## src/rtl/shift_pkg.sv

```systemverilog
// rtl/shift_pkg.sv - shared op/state encodings and widths for shift_iter (SHIFT_ITER_ROT_EN enables rotates)
package shift_pkg;

  localparam int SHIFT_WIDTH = 16;
  localparam int SHIFT_AMT_W = 4;

  typedef enum logic [2:0] {
    OP_ROL = 3'b000,
    OP_ROR = 3'b001,
    OP_SLL = 3'b010,
    OP_SRA = 3'b011,
    OP_SRL = 3'b100
  } shift_op_e;

  typedef enum logic [1:0] {
    IDLE = 2'b00,
    RUN  = 2'b01,
    DONE = 2'b10
  } shift_state_e;

  // Rotates are only legal when the rotate datapath is built in.
  function automatic logic op_legal(input logic [2:0] op);
    logic ok;
    ok = 1'b0;
    case (op)
      OP_SLL, OP_SRA, OP_SRL: ok = 1'b1;
`ifdef SHIFT_ITER_ROT_EN
      OP_ROL, OP_ROR:         ok = 1'b1;
`endif
      default:                ok = 1'b0;
    endcase
    return ok;
  endfunction

endpackage

```

## src/rtl/shift_step.sv

```systemverilog
// rtl/shift_step.sv - one 1- or 2-bit shift/rotate step (rotates only with SHIFT_ITER_ROT_EN)
module shift_step
  import shift_pkg::*;
#(
  parameter int WIDTH = SHIFT_WIDTH
) (
  input  logic [WIDTH-1:0] data_i,
  input  logic [2:0]       op_i,
  input  logic             two_i,
  output logic [WIDTH-1:0] data_o
);

  // Single step by k bits: k=2 when two_i, else k=1; unknown ops pass data through
  always_comb begin
    data_o = data_i;
    case (op_i)
`ifdef SHIFT_ITER_ROT_EN
      OP_ROL: data_o = two_i ? {data_i[WIDTH-3:0], data_i[WIDTH-1:WIDTH-2]}
                             : {data_i[WIDTH-2:0], data_i[WIDTH-1]};
      OP_ROR: data_o = two_i ? {data_i[1:0], data_i[WIDTH-1:2]}
                             : {data_i[0], data_i[WIDTH-1:1]};
`endif
      OP_SLL: data_o = two_i ? {data_i[WIDTH-3:0], 2'b00}
                             : {data_i[WIDTH-2:0], 1'b0};
      OP_SRA: data_o = two_i ? {{2{data_i[WIDTH-1]}}, data_i[WIDTH-1:2]}
                             : {data_i[WIDTH-1], data_i[WIDTH-1:1]};
      OP_SRL: data_o = two_i ? {2'b00, data_i[WIDTH-1:2]}
                             : {1'b0, data_i[WIDTH-1:1]};
      default: data_o = data_i;
    endcase
  end

endmodule

```

## src/rtl/shift_iter.sv

```systemverilog
// rtl/shift_iter.sv - multi-cycle shift/rotate unit with valid/ready in and out (SHIFT_ITER_ROT_EN enables rotates)
module shift_iter
  import shift_pkg::*;
#(
  parameter int WIDTH = SHIFT_WIDTH,
  parameter int AMT_W = SHIFT_AMT_W
) (
  input  logic             clk,
  input  logic             rst_n,
  input  logic             in_valid,
  output logic             in_ready,
  input  logic [WIDTH-1:0] in_data,
  input  logic [2:0]       in_op,
  input  logic [AMT_W-1:0] in_amt,
  output logic             out_valid,
  input  logic             out_ready,
  output logic [WIDTH-1:0] out_data,
  output logic             out_err,
  output logic             busy
);

  shift_state_e     state_q, state_d;
  logic [WIDTH-1:0] data_q, data_d;
  logic [2:0]       op_q, op_d;
  logic [AMT_W-1:0] rem_q, rem_d;
  logic             err_q, err_d;

  logic             step_two;
  logic [WIDTH-1:0] step_data;

  assign step_two = (rem_q > AMT_W'(1));

  shift_step #(
    .WIDTH (WIDTH)
  ) u_step (
    .data_i (data_q),
    .op_i   (op_q),
    .two_i  (step_two),
    .data_o (step_data)
  );

  // State and working registers; reset discards any in-flight result
  always_ff @(posedge clk or negedge rst_n) begin
    if (!rst_n) begin
      state_q <= IDLE;
      data_q  <= '0;
      op_q    <= 3'b000;
      rem_q   <= '0;
      err_q   <= 1'b0;
    end else begin
      state_q <= state_d;
      data_q  <= data_d;
      op_q    <= op_d;
      rem_q   <= rem_d;
      err_q   <= err_d;
    end
  end

  // Next state: capture in IDLE, step the working reg in RUN, hold until taken in DONE
  always_comb begin
    state_d = state_q;
    data_d  = data_q;
    op_d    = op_q;
    rem_d   = rem_q;
    err_d   = err_q;
    case (state_q)
      IDLE: begin
        if (in_valid) begin
          data_d  = in_data;
          op_d    = in_op;
          rem_d   = in_amt;
          err_d   = !op_legal(in_op);
          state_d = ((in_amt == '0) || !op_legal(in_op)) ? DONE : RUN;
        end
      end
      RUN: begin
        data_d = step_data;
        rem_d  = rem_q - (step_two ? AMT_W'(2) : AMT_W'(1));
        if (rem_d == '0) begin
          state_d = DONE;
        end
      end
      DONE: begin
        if (out_ready) begin
          state_d = IDLE;
        end
      end
      default: state_d = IDLE;
    endcase
  end

  // Outputs come from registers or the state decode only
  assign in_ready  = (state_q == IDLE);
  assign out_valid = (state_q == DONE);
  assign busy      = (state_q != IDLE);
  assign out_data  = data_q;
  assign out_err   = err_q;

endmodule

```

## config.mk

```make
export PLATFORM = sky130hd
export DESIGN_NAME = shift_iter
export DESIGN_NICKNAME = d
export VERILOG_FILES = /design/src/rtl/shift_pkg.sv /design/src/rtl/shift_step.sv /design/src/rtl/shift_iter.sv
export SDC_FILE = /design/constraint.sdc
export NUM_CORES = 1
export LEC_CHECK = 0
export ABC_CLOCK_PERIOD_IN_PS = 2200
export CAP_MARGIN = 20
export CORE_AREA = 2 2 58 81
export DETAILED_ROUTE_END_ITERATION = 10
export DIE_AREA = 0 0 60 83
export PLACE_DENSITY_LB_ADDON = 0.1
export RECOVER_POWER = 50
export SLEW_MARGIN = 0
export SYNTH_ARGS = -nofsm -noshare
export SYNTH_HDL_FRONTEND = slang
export SYNTH_SLANG_ARGS = --single-unit
```

## constraint.sdc

```tcl
create_clock -name clk -period 2.2 [get_ports clk]
set_input_delay 0.55 -clock clk [delete_from_list [all_inputs] [get_ports clk]]
set_output_delay 0.55 -clock clk [all_outputs]
set_load 0.03 [all_outputs]
```

# [Word-level counts from Yosys, hierarchy flattened]
# Cells that the tools add are included.
[totals] register_bits=26 input_bits=27 out_inout_bits=20 word_cells=52
[classes] add_sub_neg=1 order_cmp=1 eq_ne=14 muxes=17 n_reduce_logical=13
[op_table] cell="$pmux W16 S3" count=1
[op_table] cell="$mux W16" count=2
[op_table] cell="$pmux W16 S2" count=1
[op_table] cell="$mux W15" count=1
[op_table] cell="$mux W14" count=1
[op_table] cell="$eq A3 B2 Y1 const B" count=4
[op_table] cell="$mux W2" count=5
[op_table] cell="$logic_not A4 Y1" count=2
[op_table] cell="$pmux W4 S2" count=1
[op_table] cell="$eq A3 B3 Y1 const B" count=2
[op_table] cell="$ne A2 B2 Y1 const B" count=3
[op_table] cell="$pmux W2 S3" count=1
[op_table] cell="$reduce_and A3 Y1" count=2
[op_table] cell="$gt A4 B1 Y1 const B" count=1
[op_table] cell="$mux W4" count=1
[op_table] cell="$ne A4 B1 Y1 const B" count=1
[op_table] cell="$reduce_and A2 Y1" count=2
[op_table] cell="$reduce_and A4 Y1" count=1
[op_table] cell="$reduce_bool A2 Y1" count=2
[op_table] cell="$sub A4 B2 Y4" count=1
[op_table] cell="$mux W1" count=3
[op_table] cell="$ne A3 B1 Y1 const B" count=1
[op_table] cell="$reduce_or A3 Y1" count=1
[op_table] cell="$eq A2 B1 Y1 const B" count=1
[op_table] cell="other kinds (5)" count=5

# [Longest topological paths before layout]
# Gate-level depths: netlist of run 1.
[depth] depth_word=10 ltp_mapped=9

# [By module]
# Synthesis of run 1 repeated with hierarchy kept, for this count alone.
[unflattened] cells_unflattened=275 area_unflattened_um2=2128.3
[by_module_without_submodules] mod="shift_iter" n_inst=1 cells_per_inst=150 area_each_um2=1342.5
[by_module_without_submodules] mod="shift_step" n_inst=1 cells_per_inst=125 area_each_um2=785.8

# [Worst setup path after synthesis of run 1]
# OpenSTA, ideal clock, no wires.
[synth_path] path_type="register to register" startpoint="reg rem_q[3]" endpoint="reg state_q[1]" t_arrival_ps=2165 required_ps=2081 path_slack_ps=-84 path_stages_with_launch=10 path_buffers=2 synth_period_minus_slack_ps=2284 cell_sequence="dfrtp_1 buf_2 nor3_4 buf_2 ha_1 fa_1 a21bo_2 o211ai_1 a21oi_1 o21a_1"
[synth_between] elab_chain_len=6
[synth_lines] element="start: declaration" line_no="shift_iter.sv:25" rtl="logic [AMT_W-1:0] rem_q, rem_d;"
[synth_lines] element="start signal: assignment" line_no="shift_iter.sv:54" rtl="rem_q <= rem_d;"
[synth_lines] element="$gt A4 B1 Y1" line_no="shift_iter.sv:31" rtl="assign step_two = (rem_q > AMT_W'(1));"
[synth_lines] element="$mux W2" line_no="shift_iter.sv:78" rtl="rem_d = rem_q - (step_two ? AMT_W'(2) : AMT_W'(1));"
[synth_lines] element="$sub A4 B2 Y4 *" line_no="shift_iter.sv:78"
[synth_lines] element="$logic_not A4 Y1 *" line_no="shift_iter.sv:79" rtl="if (rem_d == '0) begin"
[synth_lines] element="$ne A2 B2 Y1 (no source line) *"
[synth_lines] element="$reduce_and A3 Y1 (no source line) *"
[synth_lines] element="end signal: assignment" line_no="shift_iter.sv:51" rtl="state_q <= state_d;"
[synth_lines] element="end: declaration" line_no="shift_iter.sv:22" rtl="shift_state_e state_q, state_d;"
# Mark *: on every way between the ends. The rest lies on a longest branch, timed or not.
# A chain may end at the register's enable or synchronous reset.

# [Worst setup path after layout of run 1]
[layout_path] startpoint="reg rem_q[1]" endpoint="reg state_q[1]"
# The elaborated chain is that of the path after synthesis.

==> metrics.md, run 1 <==
| Metric | Value |
|---|---|
| Worst-Skew Late Latency | `between 0.2 and 0.3 ns` |
| Drt total wl | `4870 µm` |
| Die H | `between 80 and 90 µm` |
| Row Count | `28` |
| Leakage power | `a little under 1 nW` |
| Prevailing post-synth register cell | `dfrtp_1` |
| Post-synthesis register bit count | `26` |
| Adder-cell share of the synthesized area | `under 10%` |
| Peak VDD IR | `1070 µV` |
| Post-Syn Area | `0.00181 mm²` |
| Congestion Overflow GR | `0` |
| Final Max Slew Viols | `0` |
| Layout cells sized above 1 | `between 10% and 20%` |
| Critical Path, Cell by Cell | `nor3_4 > ha_4 > fa_1 > a21bo_2 > o211ai_1 > a21oi_1 > o21a_1` |
| Crit-path max FO | `7` |
| GR Util All Layers | `20.7%` |
| Total Power | `about 4.1 mW` |
| Drt drc | `0` |
| Max incr delay on CP | `roughly 0.5 ns` |
| HP Start | `out_err$_DFFE_PN0P_` |
| Synth Area in Compound Gates | `26.5%` |
| Die W | `roughly 60 µm` |
| Mean routed wirelength per cell | `~15 µm` |
| CP required | `~2.4 ns` |
| Worst Path Arrival | `around 2.2 ns` |
| Final core utilization | `a little under three fifths` |
| Synth warn | `0` |
| MaxCap Viol Count | `0` |
| Worst hold stages | `2` |
| Post-synth net total | `235` |
| Outcome | `finished, final reports clean` |
| Fin nets | `~290` |
| Total number of vias | `around 1,800` |
| Final Hold Viols | `0` |
| Initial Utilization | `a little over two fifths` |
| Num Clock Sinks | `26` |
| CTS tree | `built` |
| Port buffer count | `46` |
| Synth Area in Simple Gates | `roughly a fifth` |
| CP Launch Type | `flip-flop` |
| Ys async rst share | `100%` |
| Skew final | `0.00406 ns` |
| Num CTS Buffers | `3` |
| Avg Cell Area, Syn | `just under 9 µm²` |
| Worst-Margin Slew | `0.688 ns` |
| Post-synth EDFFs | `0` |
| # setup viols final | `0` |
| Min-Delay Path Class | `flip-flop to flip-flop` |
| I/O Pins | `47` |
| Sum Neg Setup Slack | `0 ns` |
| Synth unique cells | `52` |
| Vias in the first global route | `1,747` |
| Mapped Cells | `205` |
| Reg2Reg Setup Slack | `around 0.19 ns` |
| Core Region | `roughly 0.0042 mm²` |
| RSZ-0062 raised after global routing | `false` |
| Vias/cell | `~5.6` |
| Clock slew at reported path FFs | `roughly 0.1 ns` |
| CTS max path bufs | `2` |
| First-pass DRT Iterations | `4` |
| Finished Cell Area | `0.00243 mm²` |
| Multiplexer area fraction after synthesis | `9.25%` |
| Worst setup path startpoint | `rem_q[1]$_DFFE_PN0P_` |
| CP max-delay cell | `dfrtp_1` |
| Reg2reg start | `rem_q[1]$_DFFE_PN0P_` |
| CTS Root Cell | `clkbuf_8` |
| Setup crit end kind | `flip-flop` |
| Initial antenna violation count | `0` |
| Most frequent cells in the layout | `40 x clkdlybuf4s50_1, 28 x nand2_1, 26 x dfrtp_1` |
| Seq/Total Area, Yosys | `a little over a third` |
| Largest net degree at the start of global routing | `28` |
| Xor/xnor share of the synthesized area | `less than 1%` |
| DP HPWL | `3600 µm` |
| Power per cell area | `roughly 1700 mW/mm²` |
| Placed cell areas | `roughly 0.0024 mm²` |
| Period minus WS final | `between 2 and 2.5 ns` |
| Placer Congestion | `around 0.9` |
| Area grow syn2layout | `34.0%` |
| First-pass GRT wire length | `~8300 µm` |
| Final Cycle Share | `about nine tenths` |
| Detail Route Antenna Nets | `0` |
| Critical R2R Capture | `state_q[1]$_DFFE_PN0P_` |
| Relative slew slack | `between 50 and 60%` |
| Die Area | `between 0.004 and 0.005 mm²` |
| Crit Path Class | `flip-flop to flip-flop` |
| Hold Path End | `out_err$_DFFE_PN0P_` |
| Initial drt markers | `roughly 110` |
| ANT cells | `0` |
| Worst-case reg-to-reg path depth | `7` |
| Post-CTS setup buffers | `0` |
| Largest family of logic cells by synthesized area | `compound AO/OA/AOI/OAI gates` |
| H-tree depth | `1` |
| Fmax | `~0.50 GHz` |
| Commonest non-fill, non-tap cell in the layout | `clkdlybuf4s50_1` |
==> synth_stat cells (all sizes together) (3+ instances only) <==
master	count	share of area (%)
a31oi	12	4.1
o31ai	4	1.9
buf	7	2.3
nand3	4	1.1
nand4	3	1.0
clkbuf	5	1.0
nand2b	4	1.4
nor2	16	3.3
nand2	28	5.8
nor2b	3	1.0
mux2	12	7.5
a22o	7	3.4
a211oi	3	1.2
dfrtp	26	36
a222oi	4	2.2
o22ai	6	2.1
inv	10	2.1
a21oi	10	3.4
o21ai	10	2.8
==> critical path, delay by kind of cell, from the launching register on <==
family	cells	cell delay, ns
fa+ha+maj	2	0.65
flops	1	0.50
simple gates	1	0.25
compound gates	4	0.51
==> final cells by class <==
type / instances / area (µm²)
fill: 386 / 1810
clock buffer: 4 / 55.1
sequential: 26 / 651
tap: 60 / 75.1
multi-input combinational: 157 / 1060
timing repair buffer: 58 / 546
inverter: 10 / 37.5
==> registers in the layout (all words and copies together) (netlist names) <==
register and cells:
state_q 2, op_q 3, out_err 1, out_data 16, rem_q 4
==> per-layer routing <==
layer	track usage (%)	wire, µm
met1	27.5	2150
met3	2.80	235
met4	5.86	62
met5	0	0
met2	34.1	2420
==> power by group <==
group	internal, mW	total (mW)	switching (mW)
clock	0.160	0.323	0.162
sequential	0.729	1.04	0.308
combinational	1.22	2.73	1.50
==> what timing repair did <==
action                                  in CTS  in global routing
hold buffers                                 0                  0
endpoints found under the setup margin       3                  0
resized for setup                            3                  0
==> cell families after synthesis <==
kind of cell             Yosys count
AND/OR/NAND/NOR                   71
AO/OA/AOI/OAI                     67
flip-flops                        26
buffers and inverters             22
multiplexers                      14
adder cells (fa/ha/maj)            3
XOR/XNOR                           2
==> worst max path at each step <==
stage	slack, ns	cells after the start	endpoint
after CTS	0.18	7	state_q[1]$_DFFE_PN0P_
after floorplan	0.006	9	state_q[1]$_DFFE_PN0P_
after detailed placement	0.12	5	state_q[1]$_DFFE_PN0P_
after global routing	0.06	5	out_data[14]$_DFFE_PN0P_
final	0.19	7	state_q[1]$_DFFE_PN0P_
after global placement	0.14	5	state_q[1]$_DFFE_PN0P_
==> stage by stage <==
stage                     instances  hold slack [ns]  setup WS, ns
final                           315            0.492         0.190
after global routing            315            0.528        0.0614
after CTS                       315            0.498         0.183
after detailed placement        311            0.469         0.117
after global placement          311            0.476         0.138
after floorplan                 205            0.254       0.00581
No activity file was read; power rests on OpenSTA's default activity.
==> run 2: changes to the inputs <==
--- a/config.mk
+++ b/config.mk
@@ -5,13 +5,15 @@
 export SDC_FILE = /design/constraint.sdc
 export NUM_CORES = 1
 export LEC_CHECK = 0
-export ABC_CLOCK_PERIOD_IN_PS = 2200
+export ABC_CLOCK_PERIOD_IN_PS = 2100
 export CAP_MARGIN = 20
-export CORE_AREA = 2 2 58 81
+export CORE_AREA = 2 2 57 81
 export DETAILED_ROUTE_END_ITERATION = 10
-export DIE_AREA = 0 0 60 83
+export DIE_AREA = 0 0 59 83
 export PLACE_DENSITY_LB_ADDON = 0.1
 export RECOVER_POWER = 50
+export REMOVE_ABC_BUFFERS = 1
+export SKIP_LAST_GASP = 1
 export SLEW_MARGIN = 0
 export SYNTH_ARGS = -nofsm -noshare
 export SYNTH_HDL_FRONTEND = slang
==> constraint.sdc (replaced) <==
create_clock -name clk -period 2.1 [get_ports clk]
set_input_delay 0.525 -clock clk [delete_from_list [all_inputs] [get_ports clk]]
set_output_delay 0.525 -clock clk [all_outputs]
set_load 0.03 [all_outputs]
==> run 2 against run 1 <==
Against the previous run: setup slack got worse by 0.054 ns; total power rose by 6.4%; non-clock buffer count rose by 7; register-to-register slack got worse by 0.02 ns; global-route usage fell by 0.080 points; utilization rose by 2.2 points; worst hold slack improved by 0.00072 ns; cell count fell by 2.5%; sequential power barely moved; clock power rose by 3%; die area fell by 1.7%; critical endpoint is now out_data[5].
==> metrics.md, run 2 (same netlist as run 1, synthesis figures left out) <==
| Metric | Value |
|---|---|
| Outcome | `finished, final reports clean` |
| # setup viols final | `0` |
| Layout cells sized above 1 | `15.3%` |
| Final Cycle Share | `between 90% and 100%` |
| Die W | `59 µm` |
| Crit-path max FO | `6` |
| MaxCap Viol Count | `0` |
| Worst Path Arrival | `between 1 and 1.5 ns` |
| Vias in the first global route | `1,765` |
| Fmax | `about 0.5 GHz` |
| Final Max Slew Viols | `0` |
| GR Util All Layers | `a little over 20%` |
| Detail Route Antenna Nets | `0` |
| CTS tree | `built` |
| FF+latch area | `roughly 650 µm²` |
| Area grow syn2layout | `35.8%` |
| First-pass GRT wire length | `7970 µm` |
| First-pass DRT Iterations | `6` |
| Peak VDD IR | `between 900 and 1000 µV` |
| Num CTS Buffers | `3` |
| DP HPWL | `3670 µm` |
| RSZ-0062 raised after global routing | `false` |
| Max reg flops | `16` |
| Most frequent cells in the layout | `40 x clkdlybuf4s50_1, 28 x nand2_1, 26 x dfrtp_1` |
| CP bufs+invs | `1` |
| H-tree depth | `1` |
| Worst-Margin Slew | `around 0.67 ns` |
| Reg2Reg Setup Slack | `between 0.15 and 0.2 ns` |
| Num Clock Sinks | `26` |
| Commonest non-fill, non-tap cell in the layout | `clkdlybuf4s50_1` |
| Reg2reg start | `rem_q[2]$_DFFE_PN0P_` |
| Critical R2R Capture | `state_q[1]$_DFFE_PN0P_` |
| Initial antenna violation count | `0` |
| Critical Path, Cell by Cell | `clkdlybuf4s50_1` |
| Port buffer count | `46` |
| Worst-Skew Late Latency | `between 0.2 and 0.3 ns` |
| CP Launch Type | `flip-flop` |
| Congestion Overflow GR | `0` |
| Row Count | `28` |
| Worst hold stages | `2` |
| Worst-case reg-to-reg path depth | `7` |
| I/O Pins | `47` |
| Setup crit end kind | `output pin` |
| Die Area | `between 0.004 and 0.005 mm²` |
| Cell depth of the worst setup path | `1` |
| Drt total wl | `approximately 4800 µm` |
| Vias/cell | `about 5.8` |
| CTS Root Cell | `clkbuf_8` |
| Final core utilization | `approximately three fifths` |
| Drt drc | `0` |
| CTS max path bufs | `2` |
| Initial drt markers | `100` |
| Core Region | `0.00413 mm²` |
| Fillcell total | `about 400` |
| Min-Delay Path Class | `flip-flop to flip-flop` |
| CP top delay family | `buffers and inverters` |
| Mean routed wirelength per cell | `15.6 µm` |
| CP endpoint | `out_data[5]` |
| Post-CTS setup buffers | `0` |
| ANT cells | `0` |
| Fin nets | `approximately 290` |
| Leakage power | `~1 nW` |
| Footprint of the multi-input gates | `~0.0011 mm²` |
| Largest net degree at the start of global routing | `27` |
| Power per cell area | `1770 mW/mm²` |
| Period minus WS final | `between 1.5 and 2 ns` |
| Crit Path Class | `flip-flop to output pin` |
| Total number of vias | `1,774` |
| Initial Utilization | `between 40 and 50%` |
| Die H | `between 80 and 90 µm` |
| Skew final | `about 0.0056 ns` |
| Final Hold Viols | `0` |
| CP max-delay cell | `clkdlybuf4s50_1` |
| Max incr delay on CP | `0.71 ns` |
| CP required | `about 1.6 ns` |
| Worst setup path startpoint | `out_data[5]$_DFFE_PN0P_` |
| Placement Setup Slack | `-0.0118 ns` |
| Final setup margin | `around 0.14 ns` |
| Clock slew at reported path FFs | `roughly 0.09 ns` |
| Placer Congestion | `roughly 0.84` |
| Relative slew slack | `between 50% and 60%` |
[run 2: metrics by stage]
stage | instances | setup TNS, ns | instance area, µm² | power (mW) | hold WS (ns)
2_1_floorplan | 193 | -0.575 | 1750 | 2.92 | 0.229
3_3_place_gp | 303 | 0 | 2420 | 4.04 | 0.472
3_5_place_dp | 303 | -0.0118 | 2420 | 4.07 | 0.468
4_1_cts | 307 | 0 | 2480 | 4.40 | 0.498
5_1_grt | 307 | 0 | 2460 | 4.71 | 0.509
6_report | 307 | 0 | 2460 | 4.35 | 0.493
[run 2: repair_timing]
action,in CTS,in global routing
resized for setup,2,1
hold endpoints to repair,0,0
hold buffers,0,0
setup endpoints to repair,2,1
[run 2: final cells by class]
cell class                      instances  share of cell area (%)
Clock buffer                            4                    2.24
Tap cell                               45                    2.29
Sequential cell                        26                    26.4
Multi-Input combinational cell        157                    43.2
Timing Repair Buffer                   65                    24.3
Inverter                               10                    1.53
[run 2: worst register-to-register path, stage by stage, from the launching register on]
cell,delay (ns)
dfrtp_1,0.41
nor3_4,0.24
ha_1,0.21
fa_1,0.46
a21bo_2,0.21
o211ai_1,0.09
a21oi_1,0.09
o21a_1,0.12
[run 2: worst min-delay path by stage]
stage | from | end | slack [ns]
after CTS | out_err$_DFFE_PN0P_ | out_err$_DFFE_PN0P_ | 0.50
after floorplan | rst_n | op_q[0]$_DFFE_PN0P_ | 0.23
after global placement | out_err$_DFFE_PN0P_ | out_err$_DFFE_PN0P_ | 0.47
final | out_err$_DFFE_PN0P_ | out_err$_DFFE_PN0P_ | 0.49
after global routing | out_err$_DFFE_PN0P_ | out_err$_DFFE_PN0P_ | 0.51
after detailed placement | out_err$_DFFE_PN0P_ | out_err$_DFFE_PN0P_ | 0.47
[run 2: report_power, final]
group	switching, mW	leakage, nW	internal [mW]
Sequential	0.294	0.316	0.764
Clock	0.166	0.0288	0.168
Combinational	1.61	0.674	1.35
Total	2.07	1.02	2.28
[run 2: routing by layer]
| metal | vias to the layer above | share of wire [%] | global-route usage, % |
|---|---|---|---|
| li1 | 882 | - | - |
| met1 | 816 | 42 | 25.9 |
| met2 | 67 | 51 | 35.2 |
| met3 | 9 | 4.9 | 2.02 |
| met4 | 0 | 1.8 | 7.85 |
| met5 | - | 0 | 0 |
